**src/rtl/skip_fifo_pkg.sv**
```systemverilog
// Shared types and helpers for the variable-stride FIFO.
// Holds the read-stride clamp and the occupancy-to-flag mapping.
package skip_fifo_pkg;

  typedef struct packed {
    logic empty;
    logic full;
    logic almost_empty;
    logic almost_full;
  } flags_t;

  // Entries consumed by one accepted read: a zero stride still consumes one entry,
  // and a read never takes more than is currently stored.
  function automatic int clamp_skip(input int skip, input int used);
    int s;
    s = (skip < 1) ? 1 : skip;
    return (s > used) ? used : s;
  endfunction

  function automatic flags_t calc_flags(input int used, input int ae_lvl,
                                        input int af_lvl, input int depth);
    flags_t f;
    f.empty        = (used == 0);
    f.full         = (used == depth);
    f.almost_empty = (used <= ae_lvl);
    f.almost_full  = (used >= af_lvl);
    return f;
  endfunction

endpackage

```
**src/rtl/skip_fifo_if.sv**
```systemverilog
// Producer/consumer bus of the skip FIFO.
// The slave side is the FIFO itself.
interface skip_fifo_if #(
  parameter int DWIDTH = 8,
  parameter int AWIDTH = 4
);
  logic              wr_i;
  logic [DWIDTH-1:0] wrdata_i;
  logic              rd_i;
  logic [AWIDTH:0]   skip_i;
  logic [DWIDTH-1:0] rddata_o;
  logic [AWIDTH:0]   usedw_o;
  logic              empty_o;
  logic              full_o;
  logic              almost_empty_o;
  logic              almost_full_o;
  logic              ovf_o;
  logic              udf_o;

  modport master (
    output wr_i, wrdata_i, rd_i, skip_i,
    input  rddata_o, usedw_o, empty_o, full_o, almost_empty_o, almost_full_o, ovf_o, udf_o
  );

  modport slave (
    input  wr_i, wrdata_i, rd_i, skip_i,
    output rddata_o, usedw_o, empty_o, full_o, almost_empty_o, almost_full_o, ovf_o, udf_o
  );
endinterface

```
**src/rtl/skip_fifo_ram.sv**
```systemverilog
// Simple dual-port storage for the skip FIFO.
// Read port is combinational (show-ahead) or registered with a read enable.
module skip_fifo_ram #(
  parameter int DWIDTH    = 8,
  parameter int AWIDTH    = 4,
  parameter bit SHOWAHEAD = 1'b1
) (
  input  logic              clk_i,
  input  logic              srst_i,
  input  logic              we_i,
  input  logic [AWIDTH-1:0] waddr_i,
  input  logic [DWIDTH-1:0] wdata_i,
  input  logic              re_i,
  input  logic [AWIDTH-1:0] raddr_i,
  output logic [DWIDTH-1:0] rdata_o
);

  logic [DWIDTH-1:0] mem [2**AWIDTH];

  // NOTE: storage has no reset on purpose; pointers and count define validity,
  // and a reset-free array maps onto RAM primitives instead of flops.
  always_ff @(posedge clk_i) begin
    if (we_i) mem[waddr_i] <= wdata_i;
  end

  if (SHOWAHEAD) begin : g_showahead
    assign rdata_o = mem[raddr_i];
  end else begin : g_registered
    logic [DWIDTH-1:0] rdata_q, rdata_d;

    always_comb begin
      rdata_d = rdata_q;
      if (re_i) rdata_d = mem[raddr_i];
    end

    always_ff @(posedge clk_i) begin
      if (srst_i) rdata_q <= '0;
      else        rdata_q <= rdata_d;
    end

    assign rdata_o = rdata_q;
  end

endmodule

```
**src/rtl/skip_fifo.sv**
```systemverilog
// Single-clock FIFO whose reads consume 1..DEPTH entries at once.
// Occupancy is tracked by a counter so flags stay exact for any stride.
module skip_fifo
  import skip_fifo_pkg::*;
#(
  parameter int DWIDTH    = 8,
  parameter int AWIDTH    = 4,
  parameter bit SHOWAHEAD = 1'b1,
  parameter int AE_LVL    = 1,
  parameter int AF_LVL    = 14
) (
  input  logic       clk_i,
  input  logic       srst_i,
  skip_fifo_if.slave bus
);

  localparam int DEPTH = 1 << AWIDTH;
  localparam int UW    = AWIDTH + 1;

  logic [AWIDTH-1:0] wrptr_q, wrptr_d, rdptr_q, rdptr_d;
  logic [UW-1:0]     usedw_q, usedw_d, n_rd;
  flags_t            flags_q, flags_d;
  logic              ovf_q, ovf_d, udf_q, udf_d;
  logic              rd_acc, wr_acc;
  logic [DWIDTH-1:0] rdata;

  // NOTE: every signal here is assigned on every path, so no latch can be inferred.
  always_comb begin
    rd_acc  = bus.rd_i & ~flags_q.empty;
    // Clamp against pre-write occupancy: a same-cycle write is never consumed.
    n_rd    = rd_acc ? UW'(clamp_skip(32'(bus.skip_i), 32'(usedw_q))) : '0;
    wr_acc  = bus.wr_i & (~flags_q.full | rd_acc);
    wrptr_d = wrptr_q + AWIDTH'(wr_acc);
    rdptr_d = rdptr_q + n_rd[AWIDTH-1:0];
    usedw_d = usedw_q + UW'(wr_acc) - n_rd;
    flags_d = calc_flags(32'(usedw_d), AE_LVL, AF_LVL, DEPTH);
    ovf_d   = ovf_q | (bus.wr_i & ~wr_acc);
    udf_d   = udf_q | (bus.rd_i & flags_q.empty);
  end

  // NOTE: state registers use non-blocking assignments so all flops update
  // from the same pre-edge values regardless of statement order.
  always_ff @(posedge clk_i) begin
    if (srst_i) begin
      wrptr_q <= '0;
      rdptr_q <= '0;
      usedw_q <= '0;
      flags_q <= calc_flags(0, AE_LVL, AF_LVL, DEPTH);
      ovf_q   <= 1'b0;
      udf_q   <= 1'b0;
    end else begin
      wrptr_q <= wrptr_d;
      rdptr_q <= rdptr_d;
      usedw_q <= usedw_d;
      flags_q <= flags_d;
      ovf_q   <= ovf_d;
      udf_q   <= udf_d;
    end
  end

  skip_fifo_ram #(
    .DWIDTH   (DWIDTH),
    .AWIDTH   (AWIDTH),
    .SHOWAHEAD(SHOWAHEAD)
  ) u_ram (
    .clk_i  (clk_i),
    .srst_i (srst_i),
    .we_i   (wr_acc),
    .waddr_i(wrptr_q),
    .wdata_i(bus.wrdata_i),
    .re_i   (rd_acc),
    .raddr_i(rdptr_q),
    .rdata_o(rdata)
  );

  assign bus.rddata_o       = rdata;
  assign bus.usedw_o        = usedw_q;
  assign bus.empty_o        = flags_q.empty;
  assign bus.full_o         = flags_q.full;
  assign bus.almost_empty_o = flags_q.almost_empty;
  assign bus.almost_full_o  = flags_q.almost_full;
  assign bus.ovf_o          = ovf_q;
  assign bus.udf_o          = udf_q;

endmodule

```
**src/flat_wrapper.sv**
```systemverilog
// flat-port wrapper written by rule: the top's interface ports become plain ports
module skip_fifo_flat import skip_fifo_pkg::*;
#(
  parameter int DWIDTH    = 8,
  parameter int AWIDTH    = 4,
  parameter bit SHOWAHEAD = 1'b1,
  parameter int AE_LVL    = 1,
  parameter int AF_LVL    = 14
)
  (clk_i, srst_i, bus_wr_i, bus_wrdata_i, bus_rd_i, bus_skip_i, bus_rddata_o, bus_usedw_o, bus_empty_o, bus_full_o, bus_almost_empty_o, bus_almost_full_o, bus_ovf_o, bus_udf_o);
  skip_fifo_if #(.DWIDTH(DWIDTH), .AWIDTH(AWIDTH)) bus_i ();
  input  logic clk_i;
  input  logic srst_i;
  input wire logic [$bits(bus_i.wr_i)-1:0] bus_wr_i;
  input wire logic [$bits(bus_i.wrdata_i)-1:0] bus_wrdata_i;
  input wire logic [$bits(bus_i.rd_i)-1:0] bus_rd_i;
  input wire logic [$bits(bus_i.skip_i)-1:0] bus_skip_i;
  output wire logic [$bits(bus_i.rddata_o)-1:0] bus_rddata_o;
  output wire logic [$bits(bus_i.usedw_o)-1:0] bus_usedw_o;
  output wire logic [$bits(bus_i.empty_o)-1:0] bus_empty_o;
  output wire logic [$bits(bus_i.full_o)-1:0] bus_full_o;
  output wire logic [$bits(bus_i.almost_empty_o)-1:0] bus_almost_empty_o;
  output wire logic [$bits(bus_i.almost_full_o)-1:0] bus_almost_full_o;
  output wire logic [$bits(bus_i.ovf_o)-1:0] bus_ovf_o;
  output wire logic [$bits(bus_i.udf_o)-1:0] bus_udf_o;
  assign bus_i.wr_i = bus_wr_i;
  assign bus_i.wrdata_i = bus_wrdata_i;
  assign bus_i.rd_i = bus_rd_i;
  assign bus_i.skip_i = bus_skip_i;
  assign bus_rddata_o = bus_i.rddata_o;
  assign bus_usedw_o = bus_i.usedw_o;
  assign bus_empty_o = bus_i.empty_o;
  assign bus_full_o = bus_i.full_o;
  assign bus_almost_empty_o = bus_i.almost_empty_o;
  assign bus_almost_full_o = bus_i.almost_full_o;
  assign bus_ovf_o = bus_i.ovf_o;
  assign bus_udf_o = bus_i.udf_o;
  skip_fifo #(.DWIDTH(DWIDTH), .AWIDTH(AWIDTH), .SHOWAHEAD(SHOWAHEAD), .AE_LVL(AE_LVL), .AF_LVL(AF_LVL)) u_core (.clk_i(clk_i), .srst_i(srst_i), .bus(bus_i));
endmodule
```
**config.mk**
```make
export PLATFORM = sky130hd
export DESIGN_NAME = skip_fifo_flat
export DESIGN_NICKNAME = d
export VERILOG_FILES = /design/src/rtl/skip_fifo_pkg.sv /design/src/rtl/skip_fifo_if.sv /design/src/rtl/skip_fifo_ram.sv /design/src/rtl/skip_fifo.sv /design/src/flat_wrapper.sv
export SDC_FILE = /design/constraint.sdc
export NUM_CORES = 1
export LEC_CHECK = 0
export CAP_MARGIN = 20
export CORE_MARGIN = 3
export CORE_UTILIZATION = 64
export CTS_CLUSTER_SIZE = 30
export DETAILED_ROUTE_END_ITERATION = 10
export PLACE_DENSITY_LB_ADDON = 0.2
export SYNTH_ARGS = -nofsm -noshare
export SYNTH_HDL_FRONTEND = slang
export SYNTH_SLANG_ARGS = --single-unit
```
**constraint.sdc**
```tcl
create_clock -name clk_i -period 8.2 [get_ports clk_i]
set_clock_uncertainty 0.2 [all_clocks]
set_input_delay 1.64 -clock clk_i [delete_from_list [all_inputs] [get_ports clk_i]]
set_output_delay 1.64 -clock clk_i [all_outputs]
set_load 0.03 [all_outputs]
```
# --- After elaboration in Yosys (flattened, before gate mapping) ---
# Memory sizes are Yosys's and may differ from the RTL's. A register that Yosys moved wholly into a read port is not among the register bits.
# Cells that the tools add are included.
word_totals:
  word_cells: 36
  latch_bits: 0
  regBits: 19
  ram_bits: 128
  memories: 1
  mem_bits_ro: 0
memory_table:
  columns: ["name", "words", "width", "rd", "rd_ports_with_merged_regs", "write_ports", "line", "rtl"]
  rows:
  - ["u_core.u_ram.mem", 16, 8, 1, 1, 1, "skip_fifo_ram.sv:18", "logic [DWIDTH-1:0] mem [2**AWIDTH];"]
classes:
  multipliers: 0
  bitwise_logic: 10
  shifts: 0
  addsub: 4
  reduce_logical: 1
  eq_ne: 1
  div_mod_pow: 0
  mux: 6
  magnitude_cmp: 4
op_table:
  columns: ["cell", "n"]
  rows:
  - ["greater-than comparator 32 x 6 -> 1 bit", 1]
  - ["two-way mux 5 bit", 3]
  - ["adder 5 x 1 -> 5 bit", 1]
  - ["equality test 5 bit (second input constant)", 1]
  - ["greater-or-equal comparator 5 x 4 -> 1 bit (second input constant)", 1]
  - ["less-or-equal comparator 5 x 1 -> 1 bit (second input constant)", 1]
  - ["logical NOT 5 bit", 1]
  - ["less-than comparator 5 x 1 -> 1 bit (second input constant)", 1]
  - ["subtractor 5 bit", 1]
  - ["adder 4 x 1 -> 4 bit", 1]
  - ["adder 4 bit", 1]
  - ["AND 1 bit", 4]
  - ["two-way mux 4 bit", 1]
  - ["NOT 1 bit", 3]
  - ["OR 1 bit", 3]
  - ["two-way mux 1 bit", 2]

# --- Longest topological paths before layout ---
depth:
  ltp_word: 7
  mapped_depth: 18
  ltp_nobuf: 18

# --- Cells and area by module ---
# Synthesis repeated with hierarchy kept, for this count alone.
unflattened:
  cells_unflattened: 348
  hier_area_um2: 6209.7
by_module_without_submodules:
  columns: ["module", "seq_area_each_um2", "cells_per_inst", "instances", "area_each_um2"]
  rows:
  - ["skip_fifo_ram", 3843.7, 221, 1, 4987.3]
  - ["skip_fifo", 380.4, 127, 1, 1222.4]

# --- Worst setup path before layout ---
# Ideal clock, no wire load.
synth_timing:
  kind: "input-to-reg"
  startpoint: "input port bus_skip_i[1]"
  endpoint: "register u_core.flags_q (netlist bit u_core.bus.almost_empty_o)"
  cell_stages: 18
  required_time_ps: 7940
  setup_slack_ps: 3220
  t_arrival_ps: 4720
  cell_sequence: "nor4_1 -> nor2_1 -> ha_1 -> nand4_1 -> mux2i_4 -> a21oi_2 -> nor4_1 -> inv_1 -> o21ai_0 -> ha_1 -> inv_1 -> fa_1 -> inv_1 -> a21o_1 -> a21oi_1 -> xor2_1 -> xnor2_1 -> a41o_1"
synth_via:
  elab_chain_len: 7
synth_lines:
  columns: ["item", "line", "rtl"]
  rows:
  - ["start, declared", "flat_wrapper.sv:17", "input wire logic [$bits(bus_i.skip_i)-1:0] bus_skip_i;"]
  - ["less-than comparator 5 x 1 -> 1 bit", "skip_fifo_pkg.sv:16", "s = (skip < 1) ? 1 : skip;"]
  - ["two-way mux 5 bit *", "skip_fifo_pkg.sv:16", null]
  - ["greater-than comparator 32 x 6 -> 1 bit", "skip_fifo_pkg.sv:17", "return (s > used) ? used : s;"]
  - ["two-way mux 5 bit *", "skip_fifo_pkg.sv:17", null]
  - ["two-way mux 5 bit *", "skip_fifo.sv:31", "n_rd = rd_acc ? UW'(clamp_skip(32'(bus.skip_i), 32'(usedw_q))) : '0;"]
  - ["subtractor 5 bit *", "skip_fifo.sv:35", "usedw_d = usedw_q + UW'(wr_acc) - n_rd;"]
  - ["less-or-equal comparator 5 x 1 -> 1 bit *", "skip_fifo_pkg.sv:25", "f.almost_empty = (used <= ae_lvl);"]
  - ["end signal, assigned", "skip_fifo.sv:48", "flags_q <= calc_flags(0, AE_LVL, AF_LVL, DEPTH);"]
  - ["end signal, assigned", "skip_fifo.sv:55", "flags_q <= flags_d;"]
  - ["end, declared", "skip_fifo.sv:22", "flags_t flags_q, flags_d;"]
# Mark *: on every way between the ends. The rest lies on a longest branch, timed or not.
# A chain may end at the register's enable or synchronous reset.

# --- Worst setup path after layout ---
# Ends and elaborated chain as after synthesis.

==> run_results.csv <==
group,metric,value,unit
clock_network,post_cts_buffers,0,
finish,multiInputGateArea,1820,µm²
synth,synth_edf_count,128,
finish,n_fill_cell,513,
synth,syn_inst,329,
clock_network,cts_buffer_depth,2,
synth,synthesis.nets,364,
finish,n_antenna_cell,0,
die,core_area,9330,µm²
critical_path,crit_top_cell,"inv_1",
critical_path,crit_chain,"clkdlybuf4s50_1, nor4_1, nor2_1, ha_1, nand4_1, mux2i_4, a21oi_2, nor4_1, inv_1, o21ai_0, ha_1, inv_1, fa_1, inv_1, a21o_1, a21oi_1, xor2_1, xnor2_1, a41o_1",
timing,relSlewSlack,27.7,%
synth,synth_area_leaders,"edfxtp_1 62%, mux4_2 8.3%, mux4_1 7.2%",
critical_path,r2r_cells,16,
synth,ys_warn_count,0,
finish,regArea,4230,µm²
critical_path,crit_path_top_delay_cell,"nor4_1",
timing,slew_violations,0,
synth,ys_seq_elements,147,
synth,synthTopCellsByCount,"128 x edfxtp_1, 25 x nor2_1, 23 x mux4_2, 19 x dfxtp_1, 17 x mux4_1",
global_route,met3_usage,5.96,%
finish,fin_nets,406,
die,die_y,104,µm
critical_path,cp.arrival,5.59,ns
critical_path,crit_required,8.45,ns
synth,synthFlopType,"edfxtp_1",
clock_network,insertion_delay,0.51,ns
synth,synth_seq_area_share,68.1,%
synth,synthArstFlopShare,0,%
power_and_ir_drop,power_density,322,nW/µm²
die,row_count,35,
clock_network,ctsRootBufferMaster,"clkbuf_8",
placed_design,dp_hpwl,7.14,mm
worst_hold_path,hold_depth,2,
die,pin_count,36,
clock_network,cts_sinks,147,
clock_network,cts_resized,0,
critical_path,cp_slowest_stage_delay,0.45,ns
global_route,grt_use_met2,37.5,%
drt,detailedRoute.firstIterationViolations,358,
clock_network,htreeDepth,4,
synth,ys_types,41,
global_route,grt_use_met1,34.3,%
critical_path,start_kind,"input port",
global_route,grt_pass1_vias,3316,
drt,wirelength,12.2,mm
global_route,gr-usage-all-layers,24.0,%
synth,synth.avg_cell_area,18.9,µm²
synth,syn_area,6210,µm²
global_route,busiest_layer,"met2",
power_and_ir_drop,irDropWorstVdd,248,µV
timing,rsz0062_at_grt,"no",
die,die_x,104,µm
power_and_ir_drop,p_leak,0.00242,µW
critical_path,end_kind,"flip-flop",
global_route,overflow,0,
drt,postRouteAntennaNets,0,
drt,remaining_drc_errors,0,
synth,synth_top_area_cell,"edfxtp_1",
finish,area_delta_synth_final,16.3,%
placed_design,io_buffers,35,
global_route,grt_pass1_wl,19.2,mm
power_and_ir_drop,finalPower,2320,µW
timing,fin_setup_tns,0,ns
timing,period_needed,5.34,ns
timing,fmax,0.187,GHz
job,drv_cap,0,
critical_path,cp_max_fo,5,
timing,timing.final.crit_share,65.1,%
drt,drtPass1Iterations,5,
timing,hold_violations,0,
die,start_util,66.5,%
die,die_area,10900,µm²
finish,drive_above_1_share,17.7,%
synth,synth_top_area_share,61.9,%
placed_design,gp_congestion,0.797,
clock_network,cts_buffers,17,
clock_network,cts_tree,"built",
clock_network,clk_pin_slew_worst_paths,0.06,ns
run_status,status,"finished, final reports clean",
clock_network,holdBufCountCts,0,
drt,wl_per_cell,23.7,µm
critical_path,critical_path_class,"in2reg",
drt,vias_per_cell,6.33,
drt,vias,3247,
worst_hold_path,hold_path_class,"reg2reg",
timing,worst_pin_slew,1.08,ns
global_route,antenna_found_initial,0,
global_route,grt_max_degree,36,
synth,yosysMostFrequentCell,"edfxtp_1",
timing,setup_viol,0,
-- power by group --
group	internal (µW)	switching, µW	total, µW
registers	864	43.2	907
logic	311	364	675
clock network	439	303	742
total	1610	710	2320
-- stage by stage --
| step | hold WS [ns] | cell area [µm²] | setup slack, ns | utilization (%) | instances |
|---|---|---|---|---|---|
| 3_5_place_dp | 0.264 | 6620 | 2.33 | 70.9 | 478 |
| 6_report | 0.278 | 7220 | 2.86 | 77.4 | 513 |
| 5_1_grt | 0.315 | 7220 | 2.47 | 77.4 | 513 |
| 2_1_floorplan | 0.374 | 6210 | 3.22 | - | 329 |
| 3_3_place_gp | 0.260 | 6620 | 2.53 | 70.9 | 478 |
| 4_1_cts | 0.289 | 7190 | 2.86 | 77.1 | 510 |
-- layout make-up --
| cell class | instances | share of cell area, % |
|---|---|---|
| flip-flops and latches | 147 | 58.5 |
| inverters | 13 | 0.676 |
| repair buffers | 40 | 5.48 |
| clock buffers | 19 | 5.84 |
| well taps | 129 | 2.24 |
| clock inverters | 13 | 2.10 |
| multi-input cells | 152 | 25.2 |
-- path summary, 6_finish.rpt --
path              slack (ns)                                    to                              from
setup / recovery        2.86  u_core.bus.almost_empty_o$_SDFF_PP1_                     bus_skip_i[1]
hold / removal          0.28           u_core.bus.ovf_o$_SDFF_PP0_       u_core.bus.ovf_o$_SDFF_PP0_
setup reg to reg        4.34  u_core.bus.almost_empty_o$_SDFF_PP1_  u_core.bus.usedw_o[3]$_SDFF_PP0_
hold reg to reg         0.28           u_core.bus.ovf_o$_SDFF_PP0_       u_core.bus.ovf_o$_SDFF_PP0_
-- state kept, by name (all words and copies together) (netlist names) --
name,cells
u_core.bus.almost_empty_o,1
u_core.bus.almost_full_o,1
u_core.bus.empty_o,1
u_core.bus.full_o,1
u_core.bus.ovf_o,1
u_core.bus.udf_o,1
u_core.bus.usedw_o,5
u_core.rdptr_q,4
u_core.u_ram.mem,128
u_core.wrptr_q,4
-- worst max-delay path: cells and delay by family --
kind            cells  cell delay [ns]
xor+xnor            2             0.51
mux                 1             0.20
simple gates        4             1.05
buf+inv             4             0.69
compound gates      5             0.62
fa+ha+maj           3             0.89
-- cell usage in the layout (no fill, tap or decap), drive strengths merged, types with 2 or more instances in the layout --
master	count
edfxtp	128
mux4	40
clkdlybuf4s50	35
nor2	25
dfxtp	19
clkbuf	19
inv	18
ha	16
a21oi	6
nor2b	5
a21o	5
nand2b	5
nand2	5
xnor2	5
xor2	5
nor3	5
buf	5
a211oi	4
mux2i	4
nor4	3
nand3	3
clkinvlp	3
clkinv	3
nand4	2
o21ai	2
nand3b	2
fa	2
bufinv	2
-- cells by family after synthesis --
kind of cell	Yosys count	share of synthesized area, %
buffers and inverters	30	3.00
flip-flops	147	68.1
multiplexers	45	16.6
AO/OA/AOI/OAI	22	2.62
adder cells (fa/ha/maj)	18	3.87
AND/OR/NAND/NOR	57	4.47
XOR/XNOR	10	1.41
-- metal layers --
metal	wire length, µm	share of wire (%)	vias to the layer above
met3	755	6.2	21
met4	180	1.5	0
li1	-	-	1403
met1	5170	43	1680
met2	6040	50	143
met5	0	0	-
No activity file was read; power rests on OpenSTA's default activity.
